===== config.mk =====
export PLATFORM = sky130hd
export DESIGN_NAME = cordic_seq_flat
export DESIGN_NICKNAME = d
export VERILOG_FILES = /design/src/rtl/cordic_seq_if.sv /design/src/rtl/cordic_seq.sv /design/src/flat_wrapper.sv
export SDC_FILE = /design/constraint.sdc
export NUM_CORES = 1
export LEC_CHECK = 0
export ABC_AREA = 1
export CAP_MARGIN = 15
export CORE_MARGIN = 5
export CORE_UTILIZATION = 30
export DETAILED_ROUTE_END_ITERATION = 8
export SLEW_MARGIN = 10
export SYNTH_ARGS = -nofsm -noshare
export SYNTH_HDL_FRONTEND = slang
export SYNTH_SLANG_ARGS = --single-unit

===== constraint.sdc =====
create_clock -name clk -period 2.05 [get_ports clk]
set_input_delay 0.41 -clock clk [delete_from_list [all_inputs] [get_ports clk]]
set_output_delay 0.41 -clock clk [all_outputs]
set_load 0.03 [all_outputs]

===== src/rtl/cordic_seq_if.sv =====
// Handshake bundle between the NCO phase sequencer, the CORDIC core and the
// octant mirror stage.
interface cordic_seq_if #(
    parameter int PHASE_W = 32,
    parameter int ANGLE_W = 16
);
    logic               en;
    logic               sample_tick;
    logic [PHASE_W-1:0] fcw;
    logic               fcw_ld;
    logic               cordic_start;
    logic [ANGLE_W-1:0] cordic_angle;
    logic               cordic_done;
    logic [2:0]         index_qua;
    logic               trans_in;
    logic               overrun;
    logic               timeout;

    modport slave (
        input  en, sample_tick, fcw, fcw_ld, cordic_done,
        output cordic_start, cordic_angle, index_qua, trans_in, overrun, timeout
    );

    modport master (
        output en, sample_tick, fcw, fcw_ld, cordic_done,
        input  cordic_start, cordic_angle, index_qua, trans_in, overrun, timeout
    );
endinterface


===== src/rtl/cordic_seq.sv =====
// Phase accumulator and sequencer that feeds one residual angle per sample
// tick to an iterative CORDIC core and forwards its completion to the mirror stage.
//
// state  | meaning
// IDLE   | waiting for an enabled sample tick
// LAUNCH | angle/octant captured, cordic_start issued on exit
// WAIT   | core busy, counting cycles toward the timeout
// ISSUE  | trans_in high for the mirror stage
module cordic_seq #(
    parameter int PHASE_W = 32,
    parameter int ANGLE_W = 16,
    parameter int TMO     = 32
) (
    input logic         clk,
    input logic         reset,
    cordic_seq_if.slave bus
);
    localparam int CNT_W = (TMO > 1) ? $clog2(TMO) : 1;

    typedef enum logic [1:0] {
        S_IDLE   = 2'd0,
        S_LAUNCH = 2'd1,
        S_WAIT   = 2'd2,
        S_ISSUE  = 2'd3
    } state_t;

    state_t             r_state;
    state_t             w_state_nxt;
    logic [CNT_W-1:0]   r_cnt;
    logic [CNT_W-1:0]   w_cnt_nxt;
    logic [PHASE_W-1:0] r_phase;
    logic [PHASE_W-1:0] r_step;
    logic [ANGLE_W-1:0] r_angle;
    logic [2:0]         r_index;
    logic               r_start;
    logic               r_trans;
    logic               r_overrun;
    logic               r_timeout;

    logic               w_tick;
    logic               w_capture;
    logic               w_start_nxt;
    logic               w_trans_nxt;
    logic               w_tmo_set;
    logic [2:0]         w_oct;
    logic [ANGLE_W-1:0] w_res;
    logic               w_unused;

    assign w_tick = bus.en & bus.sample_tick;
    assign w_oct  = r_phase[PHASE_W-1 -: 3];
    assign w_res  = r_phase[PHASE_W-4 -: ANGLE_W];
    // phase LSBs below the residual window never reach the core
    assign w_unused = ^r_phase[PHASE_W-4-ANGLE_W:0];

    always_comb begin
        w_state_nxt = r_state;
        w_cnt_nxt   = '0;
        w_capture   = 1'b0;
        w_start_nxt = 1'b0;
        w_trans_nxt = 1'b0;
        w_tmo_set   = 1'b0;
        case (r_state)
            S_IDLE: begin
                if (w_tick) begin
                    w_capture   = 1'b1;
                    w_state_nxt = S_LAUNCH;
                end
            end
            S_LAUNCH: begin
                w_start_nxt = 1'b1;
                w_state_nxt = S_WAIT;
            end
            S_WAIT: begin
                if (bus.cordic_done) begin
                    w_trans_nxt = 1'b1;
                    w_state_nxt = S_ISSUE;
                end else if (r_cnt == CNT_W'(TMO - 1)) begin
                    w_tmo_set   = 1'b1;
                    w_state_nxt = S_IDLE;
                end else begin
                    w_cnt_nxt = r_cnt + CNT_W'(1);
                end
            end
            S_ISSUE: begin
                w_state_nxt = S_IDLE;
            end
            default: begin
                w_state_nxt = S_IDLE;
            end
        endcase
    end

    always_ff @(posedge clk or negedge reset) begin
        if (!reset) begin
            r_state <= S_IDLE;
            r_cnt   <= '0;
            r_start <= 1'b0;
            r_trans <= 1'b0;
        end else begin
            r_state <= w_state_nxt;
            r_cnt   <= w_cnt_nxt;
            r_start <= w_start_nxt;
            r_trans <= w_trans_nxt;
        end
    end

    // accumulator runs on every enabled tick, even while a sample is in flight
    always_ff @(posedge clk or negedge reset) begin
        if (!reset) begin
            r_phase <= '0;
            r_step  <= '0;
        end else begin
            if (bus.fcw_ld) r_step <= bus.fcw;
            if (w_tick)     r_phase <= r_phase + r_step;
        end
    end

    always_ff @(posedge clk or negedge reset) begin
        if (!reset) begin
            r_angle <= '0;
            r_index <= '0;
        end else if (w_capture) begin
            r_angle <= w_oct[0] ? ~w_res : w_res;
            r_index <= w_oct;
        end
    end

    always_ff @(posedge clk or negedge reset) begin
        if (!reset) begin
            r_overrun <= 1'b0;
            r_timeout <= 1'b0;
        end else begin
            if (w_tick && (r_state != S_IDLE)) r_overrun <= 1'b1;
            if (w_tmo_set)                     r_timeout <= 1'b1;
        end
    end

    assign bus.cordic_start = r_start;
    assign bus.cordic_angle = r_angle;
    assign bus.index_qua    = r_index;
    assign bus.trans_in     = r_trans;
    assign bus.overrun      = r_overrun;
    assign bus.timeout      = r_timeout;
endmodule


===== src/flat_wrapper.sv =====
// flat-port wrapper written by rule: the top's interface ports become plain ports
module cordic_seq_flat 
#(
    parameter int PHASE_W = 32,
    parameter int ANGLE_W = 16,
    parameter int TMO     = 32
)
  (clk, reset, bus_en, bus_sample_tick, bus_fcw, bus_fcw_ld, bus_cordic_done, bus_cordic_start, bus_cordic_angle, bus_index_qua, bus_trans_in, bus_overrun, bus_timeout);
  cordic_seq_if #(.PHASE_W(PHASE_W), .ANGLE_W(ANGLE_W)) bus_i ();
  input logic clk;
  input logic reset;
  input wire logic [$bits(bus_i.en)-1:0] bus_en;
  input wire logic [$bits(bus_i.sample_tick)-1:0] bus_sample_tick;
  input wire logic [$bits(bus_i.fcw)-1:0] bus_fcw;
  input wire logic [$bits(bus_i.fcw_ld)-1:0] bus_fcw_ld;
  input wire logic [$bits(bus_i.cordic_done)-1:0] bus_cordic_done;
  output wire logic [$bits(bus_i.cordic_start)-1:0] bus_cordic_start;
  output wire logic [$bits(bus_i.cordic_angle)-1:0] bus_cordic_angle;
  output wire logic [$bits(bus_i.index_qua)-1:0] bus_index_qua;
  output wire logic [$bits(bus_i.trans_in)-1:0] bus_trans_in;
  output wire logic [$bits(bus_i.overrun)-1:0] bus_overrun;
  output wire logic [$bits(bus_i.timeout)-1:0] bus_timeout;
  assign bus_i.en = bus_en;
  assign bus_i.sample_tick = bus_sample_tick;
  assign bus_i.fcw = bus_fcw;
  assign bus_i.fcw_ld = bus_fcw_ld;
  assign bus_i.cordic_done = bus_cordic_done;
  assign bus_cordic_start = bus_i.cordic_start;
  assign bus_cordic_angle = bus_i.cordic_angle;
  assign bus_index_qua = bus_i.index_qua;
  assign bus_trans_in = bus_i.trans_in;
  assign bus_overrun = bus_i.overrun;
  assign bus_timeout = bus_i.timeout;
  cordic_seq #(.PHASE_W(PHASE_W), .ANGLE_W(ANGLE_W), .TMO(TMO)) u_core (.clk(clk), .reset(reset), .bus(bus_i));
endmodule

==> summary.md, run 1 <==
| Metric | Value |
|---|---|
| Die Wd | `151 um` |
| Crit. End Element | `flip-flop` |
| DRT iter0 DRCs | `189` |
| Worst Hold Class | `in -> async` |
| Syn avg cell area | `7.39 sq um` |
| Cts hold-fix bufs | `0` |
| Total Nets Final | `945` |
| Share of cells above drive strength 1 | `10.0%` |
| Distinct cells, synth | `31` |
| Mapped Nets | `878` |
| Worst EP required | `2.29 ns` |
| CTS clock-pin slew for the worst setup and hold paths | `0.07 ns` |
| WS Path Type | `reg -> reg` |
| Fmax | `522 MHz` |
| Synth warnings | `0` |
| Synth area leaders | `dfrtp_1, nand2_1, inv_1` |
| Setup WS pre-CTS | `0.0450 ns` |
| Final Cycle Share | `93.5%` |
| Final instance area | `7310 sq um` |
| Status | `complete, no violations` |
| DRT Wirelength | `14,700 um` |
| Vias/cell | `4.37` |
| Number of clock buffers inserted by TritonCTS | `9` |
| Slew Viols, Final | `0` |
| Sequential share of the synthesized area | `39.5%` |
| # DRC | `0` |
| Slew Limit Headroom | `65.7%` |
| Die Y | `151 um` |
| Vias in the first global route | `4,901` |
| Placed cell count | `1,127` |
| H-tree depth | `3` |
| Post-Synthesis Cells | `806` |
| Clk sinks | `94` |
| Initial Util | `30.5%` |
| Final Skew | `0.0110 ns` |
| Pwr Density | `1400 nW/um^2` |
| Max Fanout on Critical Path | `8` |
| Max IR drop VDD | `540 uV` |
| Setup ws final | `0.134 ns` |
| Worst slew pin tran | `0.515 ns` |
| # fillers | `2,122` |
| Root buffer cell | `clkbuf_16` |
| Port buffer count | `60` |
| Crit path time final | `1.92 ns` |
| Placed inst area | `6930 sq um` |
| Finished Layout Cells | `1,143` |
| Clock tree buffer depth | `2` |
| Final ANT Viol Nets | `0` |
| DP Wirelength | `11,400 um` |
| Gr usage total | `13.6%` |
| Cell Rows | `51` |
| Number of synthesized register bits | `94` |
| Setup bufs post-CTS | `0` |
| Mapped cell area | `5960 sq um` |
| Largest net degree at the start of global routing | `95` |
| Hold Vio Cnt, Final | `0` |
| I/O pin count | `61` |
| Final Setup Violations | `0` |
| CTS tree | `built` |
| Routed length per placed instance | `12.9 um` |
| Startpoint types | `flip-flop` |
| Final RePlAce weighted congestion | `0.890` |
| Commonest non-fill, non-tap cell in the layout | `nand2_1` |
| Cells resized by post-CTS repair | `0` |
| Overflow after GRT | `0` |
| FF+latch area | `2350 sq um` |
| Leakage power | `3.75 nW` |
| Clk Latency, worst-skew pair | `0.36 ns` |
| Cell accounting for the most synthesized area | `dfrtp_1` |
| Die ar. | `22,800 sq um` |
| Max Cap Viol | `0` |
| First-pass GRT wire length | `24,600 um` |
| Arrival time at the worst endpoint | `2.16 ns` |
| Area of the multi-input gates | `3170 sq um` |
| Most frequent cells in the layout | `nand2_1, inv_1, dfrtp_1` |
| Drt pass-1 iters | `5` |
| Area Growth Syn to Fin | `22.8%` |
| Initial antenna violation count | `0` |
| Core Box Area | `19,500 sq um` |
| Inserted Diodes | `0` |
| Share of the synthesized area in the top cell type | `39.5%` |
| Vias | `4,994` |
Yosys cell counts, drive strengths merged:
library cell	number
clkbuf	7
nand2	304
a31o	1
inv	120
dfrtp	94
xnor2	30
nand4	3
clkinv	1
nand3	47
xor2	1
mux2	32
buf	8
o21bai	4
ha	33
or2	1
a21oi	24
nor3b	1
nor3	3
a21o	1
nand3b	4
o21ai	33
nor2	53
fa	1
path summary, 6_finish.rpt:
kind                              startpoint                       to  slack [ns]  depth (start not counted)
min in group clk           u_core.r_state[1]  u_core.bus.cordic_start        0.46                          1
max in group asynchronous              reset         u_core.r_step[7]        1.56                          2
max                         u_core.r_step[2]       u_core.r_phase[31]        0.13                         10
min                                    reset          u_core.r_cnt[3]        0.09                          2
max reg2reg                 u_core.r_step[2]       u_core.r_phase[31]        0.13                         10
min reg2reg                u_core.r_state[1]  u_core.bus.cordic_start        0.46                          1
power by group:
part / leakage (nW) / internal (W) / switching, W
logic: 2.46 / 0.00227 / 0.00340
clock network: 0.146 / 0.000878 / 0.000779
registers: 1.15 / 0.00243 / 0.000457
sequential cells by signal, indices dropped and copies added, names as in the netlist:
register / flops
u_core.bus.cordic_start: 1
u_core.bus.trans_in: 1
u_core.bus.timeout: 1
u_core.r_cnt: 5
u_core.r_step: 32
u_core.r_phase: 32
u_core.bus.cordic_angle: 16
u_core.r_state: 2
u_core.bus.index_qua: 3
u_core.bus.overrun: 1
critical path: stages, from the launching register on:
cell	delay, ns
dfrtp_1	0.39
ha_1	0.40
or2_1	0.26
nand3_1	0.09
nand2_1	0.09
nand2_1	0.12
nand2_2	0.12
nand2_1	0.12
nand3_1	0.07
nand3_1	0.09
nand2_1	0.05
area by class of cell:
cell class / count / share of cell area [%]
multi-input combinational: 576 / 43.4
sequential: 94 / 32.2
clock buffer: 10 / 3.27
clock inverter: 6 / 0.701
timing repair buffer: 71 / 9.75
inverter: 121 / 6.21
tap: 265 / 4.53
metal layers:
metal / wire, um / vias to the layer above / global-route usage [%]
li1: - / 2642 / -
met1: 7420 / 2251 / 18.9
met2: 6430 / 85 / 21.6
met3: 723 / 16 / 3.11
met4: 172 / 0 / 3.26
met5: 0 / - / 0
kinds of logic after synthesis:
family	after synthesis	synth area share, %
simple gates	416	28.2
flops	94	39.5
buf+inv	136	8.78
mux	32	6.05
fa+ha+maj	34	7.27
xor+xnor	31	4.56
compound gates	63	5.63
stage by stage:
step	setup TNS, ns	total power, W	hold slack (ns)	utilization (%)
floorplan	0	0.00685	0.114	-
global placement	0	0.00840	0.453	35.5
finish	0	0.0102	0.0935	37.5
detailed placement	0	0.00845	0.446	35.5
CTS	0	0.0102	0.127	37.0
global route	-0.00228	0.0112	0.142	37.5
No activity file was read; power rests on OpenSTA's default activity.
==> run 2, diff against run 1 <==
CORE_UTILIZATION = 55   (was 30)
PLACE_DENSITY = 0.78   (was not set)
==> summary.md, run 2 (synthesis gave the netlist of run 1 again) <==
| Metric | Value |
|---|---|
| Worst EP required | `2.32 ns (+0.03 ns)` |
| First-pass GRT wire length | `24,000 um (-2.4%)` |
| Initial antenna violation count | `0 (unchanged)` |
| Die Wd | `114 um (-24%)` |
| Final ANT Viol Nets | `0 (unchanged)` |
| Vias in the first global route | `5,097 (+4.0%)` |
| DRT Wirelength | `14,000 um (-4.8%)` |
| Arrival time at the worst endpoint | `2.21 ns (+0.05 ns)` |
| WS Path Type | `reg -> reg` |
| Port buffer count | `60 (unchanged)` |
| CP max stage cell | `dfrtp_1` |
| RSZ-0062 raised after global routing | `yes` |
| Inserted Diodes | `0 (unchanged)` |
| Number of clock buffers inserted by TritonCTS | `9 (unchanged)` |
| Setup WS pre-CTS | `0.0251 ns (-0.0199 ns)` |
| Hold slack | `0.00947 ns (-0.0840 ns)` |
| Final Cycle Share | `94.9% (+1.4 points)` |
| Vias/cell | `5.09 (+16%)` |
| # fillers | `974 (-54%)` |
| Cts hold-fix bufs | `0 (unchanged)` |
| Hold Vio Cnt, Final | `0 (unchanged)` |
| Crit path time final | `1.94 ns (+0.0286 ns)` |
| Slew Limit Headroom | `63.0% (-2.7 points)` |
| Startpoint types | `flip-flop` |
| Overflow after GRT | `0 (unchanged)` |
| Worst slew pin tran | `0.555 ns (+0.0400 ns)` |
| Slew Viols, Final | `0 (unchanged)` |
| FF+latch area | `2350 sq um (unchanged)` |
| Clk sinks | `94 (unchanged)` |
| Fmax | `514 MHz (-1.5%)` |
| Most frequent cells in the layout | `nand2_1, inv_1, dfrtp_1` |
| Largest net degree at the start of global routing | `43 (-55%)` |
| Setup bufs post-CTS | `0 (unchanged)` |
| Status | `complete, no violations` |
| CP delay by family, top | `simple AND/OR/NAND/NOR gates` |
| Root buffer cell | `clkbuf_8` |
| Final Setup Violations | `0 (unchanged)` |
| DP Wirelength | `11,000 um (-3.3%)` |
| Crit. End Element | `flip-flop` |
| Max Cap Viol | `0 (unchanged)` |
| Max IR drop VDD | `625 uV (+16%)` |
| Drt pass-1 iters | `5 (unchanged)` |
| Clock tree buffer depth | `2 (unchanged)` |
| Worst Hold Class | `in -> async` |
| Die Y | `114 um (-24%)` |
| Layout Utilization | `65.2% (+28 points)` |
| Cells along the critical path | `ha_1, nand2_1, nor2_1, nand2_1, nand2_1, nand2_1, nand3_1, nand2_1, nand3_1, nand2_1` |
| DRT iter0 DRCs | `466 (+150%)` |
| Vias | `5,160 (+3.3%)` |
| Worst path bufs/invs | `0 (unchanged)` |
| Cell Rows | `38 (-25%)` |
| Setup TNS | `0 ns (unchanged)` |
| I/O pin count | `61 (unchanged)` |
| H-tree depth | `3 (unchanged)` |
| CP most frequent cell | `nand2_1` |
| CP peak stage delay | `0.43 ns (+0.03 ns)` |
| Max Fanout on Critical Path | `5 (-3)` |
| Die ar. | `13,000 sq um (-43%)` |
| CTS clock-pin slew for the worst setup and hold paths | `0.10 ns (+0.03 ns)` |
| Routed length per placed instance | `13.8 um (+7.3%)` |
| Commonest non-fill, non-tap cell in the layout | `nand2_1` |
| Total Nets Final | `941 (-0.42%)` |
| Gr usage total | `23.0% (+9.3 points)` |
| Final RePlAce weighted congestion | `0.940 (+5.6%)` |
| CTS tree | `built` |
| Share of cells above drive strength 1 | `8.92% (-1.1 points)` |
| Placed cell count | `998 (-11%)` |
| Core Box Area | `10,700 sq um (-45%)` |
| Finished Layout Cells | `1,014 (-11%)` |
| Area Growth Syn to Fin | `17.6%` |
| Leakage power | `3.69 nW (-1.7%)` |
| Final Skew | `0.0139 ns (+0.00293 ns)` |
| Clk Latency, worst-skew pair | `0.39 ns (+0.03 ns)` |
| # DRC | `0 (unchanged)` |
| Setup ws final | `0.105 ns (-0.0286 ns)` |
| Pwr Density | `1390 nW/um^2 (-0.44%)` |
| Initial Util | `55.4% (+25 points)` |
| Cells resized by post-CTS repair | `0 (unchanged)` |
| Area of the multi-input gates | `3130 sq um (-1.3%)` |
==> run 2: cell count changes in the layout (fill, tap and decap cells not counted), moves of 2 or more <==
| cell | previous run | this run |
|---|---|---|
| clkbuf_8 | 1 | 10 |
| inv_6 | 3 | 1 |
| clkbuf_16 | 9 | 0 |
| ha_1 | 26 | 29 |
| buf_4 | 9 | 5 |
| ha_4 | 4 | 1 |
==> run 2: path summary, 6_finish.rpt <==
path | startpoint | to | cells past startpoint | slack [ns]
setup / recovery | u_core.r_phase[16] | u_core.r_phase[25] | 10 | 0.11
hold / removal | reset | u_core.r_step[17] | 1 | 0.009
hold reg to reg | u_core.r_cnt[0] | u_core.r_cnt[0] | 1 | 0.47
max in group asynchronous | reset | u_core.r_step[29] | 2 | 1.37
setup reg to reg | u_core.r_phase[16] | u_core.r_phase[25] | 10 | 0.11
min in group clk | u_core.r_cnt[0] | u_core.r_cnt[0] | 1 | 0.47
==> run 2: area by class of cell <==
| type | instances | area share (%) |
|---|---|---|
| multi-input combinational | 576 | 44.7 |
| sequential | 94 | 33.6 |
| timing repair buffer | 67 | 9.82 |
| inverter | 121 | 6.48 |
| tap | 140 | 2.50 |
| clock buffer | 10 | 1.96 |
| clock inverter | 6 | 0.982 |
==> run 2: worst register-to-register path, stage by stage, from the launching register on <==
cell and delay [ns]:
dfrtp_1 0.43, ha_1 0.39, nand2_1 0.14, nor2_1 0.29, nand2_1 0.11, nand2_1 0.11, nand2_1 0.08, nand3_1 0.09
nand2_1 0.05, nand3_1 0.08, nand2_1 0.06
==> run 2: per-layer routing <==
| metal | track usage (%) | vias to the layer above | part of all wire (%) |
|---|---|---|---|
| li1 | - | 2627 | - |
| met1 | 30.0 | 2364 | 45 |
| met2 | 37.7 | 143 | 47 |
| met3 | 5.07 | 26 | 6.0 |
| met4 | 8.08 | 0 | 2.1 |
| met5 | 0 | - | 0 |
==> run 2: metrics by stage <==
stage               instance area, sq um  total power [W]
floorplan                           5960          0.00685
global placement                    6750          0.00825
detailed placement                  6750          0.00839
CTS                                 6960          0.00971
global route                        7010           0.0106
finish                              7010          0.00974
==> run 2: power by group <==
part           total (W)  switching [W]  internal, W
registers        0.00288       0.000456      0.00242
logic            0.00557        0.00340      0.00218
clock network    0.00128       0.000682     0.000603
total            0.00974        0.00453      0.00520
==> run 3, diff against run 2 <==
HOLD_SLACK_MARGIN = 0.05   (was not set)
SETUP_SLACK_MARGIN = 0.15   (was not set)
==> summary.md, run 3 (synthesis gave the netlist of run 1 again) <==
| Metric | Value |
|---|---|
| Status | `complete, no violations` |
| Clock tree buffer depth | `2 (unchanged)` |
| Pwr Density | `1420 nW/um^2 (+2.3%)` |
| Most frequent cells in the layout | `nand2_1, inv_1, dfrtp_1` |
| Vias | `5,291 (+2.5%)` |
| Max Cap Viol | `0 (unchanged)` |
| I/O pin count | `61 (unchanged)` |
| H-tree depth | `3 (unchanged)` |
| CP delay by family, top | `buffers and inverters` |
| Hold Vio Cnt, Final | `0 (unchanged)` |
| Slew Viols, Final | `0 (unchanged)` |
| Crit. End Element | `primary output` |
| Total Nets Final | `949 (+0.85%)` |
| Crit path time final | `1.85 ns (-0.0971 ns)` |
| Startpoint types | `flip-flop` |
| Number of clock buffers inserted by TritonCTS | `9 (unchanged)` |
| Vias/cell | `5.18 (+1.7%)` |
| Gr usage total | `23.0% (about the same)` |
| DRT Wirelength | `14,800 um (+5.8%)` |
| Worst slew pin tran | `0.558 ns (+0.00295 ns)` |
| Arrival time at the worst endpoint | `1.44 ns (-0.77 ns)` |
| CTS clock-pin slew for the worst setup and hold paths | `0.10 ns (about the same)` |
| Worst EP required | `1.64 ns (-0.68 ns)` |
| Clk Latency, worst-skew pair | `0.39 ns (about the same)` |
| Internal power | `0.00568 W (+9.3%)` |
| Largest net degree at the start of global routing | `43 (unchanged)` |
| Worst path bufs/invs | `1 (+1)` |
| Clk sinks | `94 (unchanged)` |
| Drt pass-1 iters | `5 (unchanged)` |
| CP peak stage delay | `0.68 ns (+0.25 ns)` |
| Clock network power share | `12.2% (-1.0 points)` |
| Initial antenna violation count | `0 (unchanged)` |
| CP max stage cell | `clkdlybuf4s50_1` |
| Slew Limit Headroom | `62.8% (-0.20 points)` |
| Sequential power share | `28.2% (-1.4 points)` |
| Switch Pwr | `0.00492 W (+8.6%)` |
| Port buffer count | `60 (unchanged)` |
| Vias in the first global route | `5,103 (+0.12%)` |
| Setup ws final | `0.202 ns (+0.0971 ns)` |
| Root buffer cell | `clkbuf_8` |
| Final ANT Viol Nets | `0 (unchanged)` |
| Cells along the critical path | `clkdlybuf4s50_1` |
| Cell Rows | `38 (unchanged)` |
| Routed length per placed instance | `14.5 um (+5.0%)` |
| Commonest non-fill, non-tap cell in the layout | `nand2_1` |
| RSZ-0062 raised after global routing | `yes` |
| Final Cycle Share | `90.1% (-4.7 points)` |
| Max Fanout on Critical Path | `2 (-3)` |
| Share of cells above drive strength 1 | `16.6% (+7.6 points)` |
| Setup TNS | `0 ns (unchanged)` |
| WS Path Type | `reg -> out` |
| Final Setup Violations | `0 (unchanged)` |
| Inserted Diodes | `0 (unchanged)` |
| Final Skew | `0.0148 ns (+0.000860 ns)` |
| Sw Ratio | `46.4% (-0.16 points)` |
| Fmax | `541 MHz (+5.3%)` |
| Area Growth Syn to Fin | `25.2%` |
| Worst Hold Class | `reg -> reg` |
| # DRC | `0 (unchanged)` |
| Comb pwr share | `59.6% (+2.4 points)` |
| Overflow after GRT | `0 (unchanged)` |
| DRT iter0 DRCs | `430 (-7.7%)` |
| Die Y | `114 um (unchanged)` |
| Die ar. | `13,000 sq um (unchanged)` |
| Hold slack | `0.471 ns (+0.461 ns)` |
| Leakage power | `3.76 nW (+1.8%)` |
| Setup WS pre-CTS | `0.0251 ns (unchanged)` |
| Max IR drop VDD | `716 uV (+15%)` |
| First-pass GRT wire length | `24,000 um (about the same)` |
| Final RePlAce weighted congestion | `0.940 (unchanged)` |
| Die Wd | `114 um (unchanged)` |
| Initial Util | `55.4% (unchanged)` |
| CTS tree | `built` |
| DP Wirelength | `11,000 um (unchanged)` |
| Core Box Area | `10,700 sq um (unchanged)` |
==> run 3: cell count changes in the layout (fill, tap and decap cells not counted), moves of 4 or more <==
cell     previous run  this run
ha_4                1        21
ha_1               29         8
nor2_2              5        14
a21oi_2             1         6
buf_4               5        12
nor2_4              0         4
nand2_1           299       285
a21oi_1            23        18
nand2_2             5        18
nor2_1             48        35
==> run 3: stage by stage <==
step / std cells / instance area (sq um) / total power [W] / util (%)
after floorplan: 806 / 5960 / 0.00685 / -
after global placement: 998 / 6750 / 0.00825 / 62.8
after detailed placement: 998 / 6750 / 0.00839 / 62.8
after CTS: 1015 / 6980 / 0.00973 / 65.0
after global routing: 1022 / 7460 / 0.0115 / 69.4
final: 1022 / 7460 / 0.0106 / 69.4
==> run 3: worst reg2reg max path, stage by stage, from the launching register on <==
cell and delay (ns):
dfrtp_1 0.43, ha_4 0.28, nand2_2 0.11, inv_1 0.05, nand2_1 0.06, nand2_1 0.12, inv_1 0.10, nand3_2 0.17
nand2_1 0.17, nand4_1 0.10, nand3_1 0.10, nand2_1 0.05
==> run 3: metal layers <==
metal	GRT usage [%]	up-vias	share of wire [%]
met1	30.1	2469	43
li1	-	2653	-
met3	5.07	23	6.0
met5	0	-	0
met2	37.7	146	49
met4	8.08	0	1.7
==> run 3: power groups by stage <==
stage               Sequential (W)  Clock [W]  Combinational, W
floorplan                  0.00314          0           0.00371
CTS                        0.00288    0.00132           0.00552
finish                     0.00299    0.00129           0.00632
global route               0.00306    0.00141           0.00702
global placement           0.00288          0           0.00537
detailed placement         0.00292          0           0.00547
==> run 3: repair_timing <==
item	CTS	global route
pin swaps	1	5
endpoints found under the setup margin	8	22
hold buffers	1	0
gates resized for setup	4	86
gates cloned	0	0
setup buffers	0	7
endpoints found under the hold margin	40	0
==> run 3: path summary, 6_finish.rpt <==
path	end	slack [ns]	from	cells past startpoint
max	bus_index_qua[1]	0.20	u_core.bus.index_qua[1]	1
min	u_core.r_cnt[0]	0.47	u_core.r_cnt[0]	1
max reg2reg	u_core.r_phase[26]	0.21	u_core.r_step[8]	11
min reg2reg	u_core.r_cnt[0]	0.47	u_core.r_cnt[0]	1
max in group asynchronous	u_core.r_step[29]	0.82	reset	3
min in group asynchronous	u_core.r_step[17]	0.55	reset	2
==> run 3: area by class of cell <==
class / instances / area, sq um
Sequential cell: 94 / 2360
Clock buffer: 10 / 138
Tap cell: 140 / 175
Inverter: 121 / 454
Timing Repair Buffer: 75 / 756
Clock inverter: 6 / 68.8
Multi-Input combinational cell: 576 / 3510
Fill cell: 903 / 3280
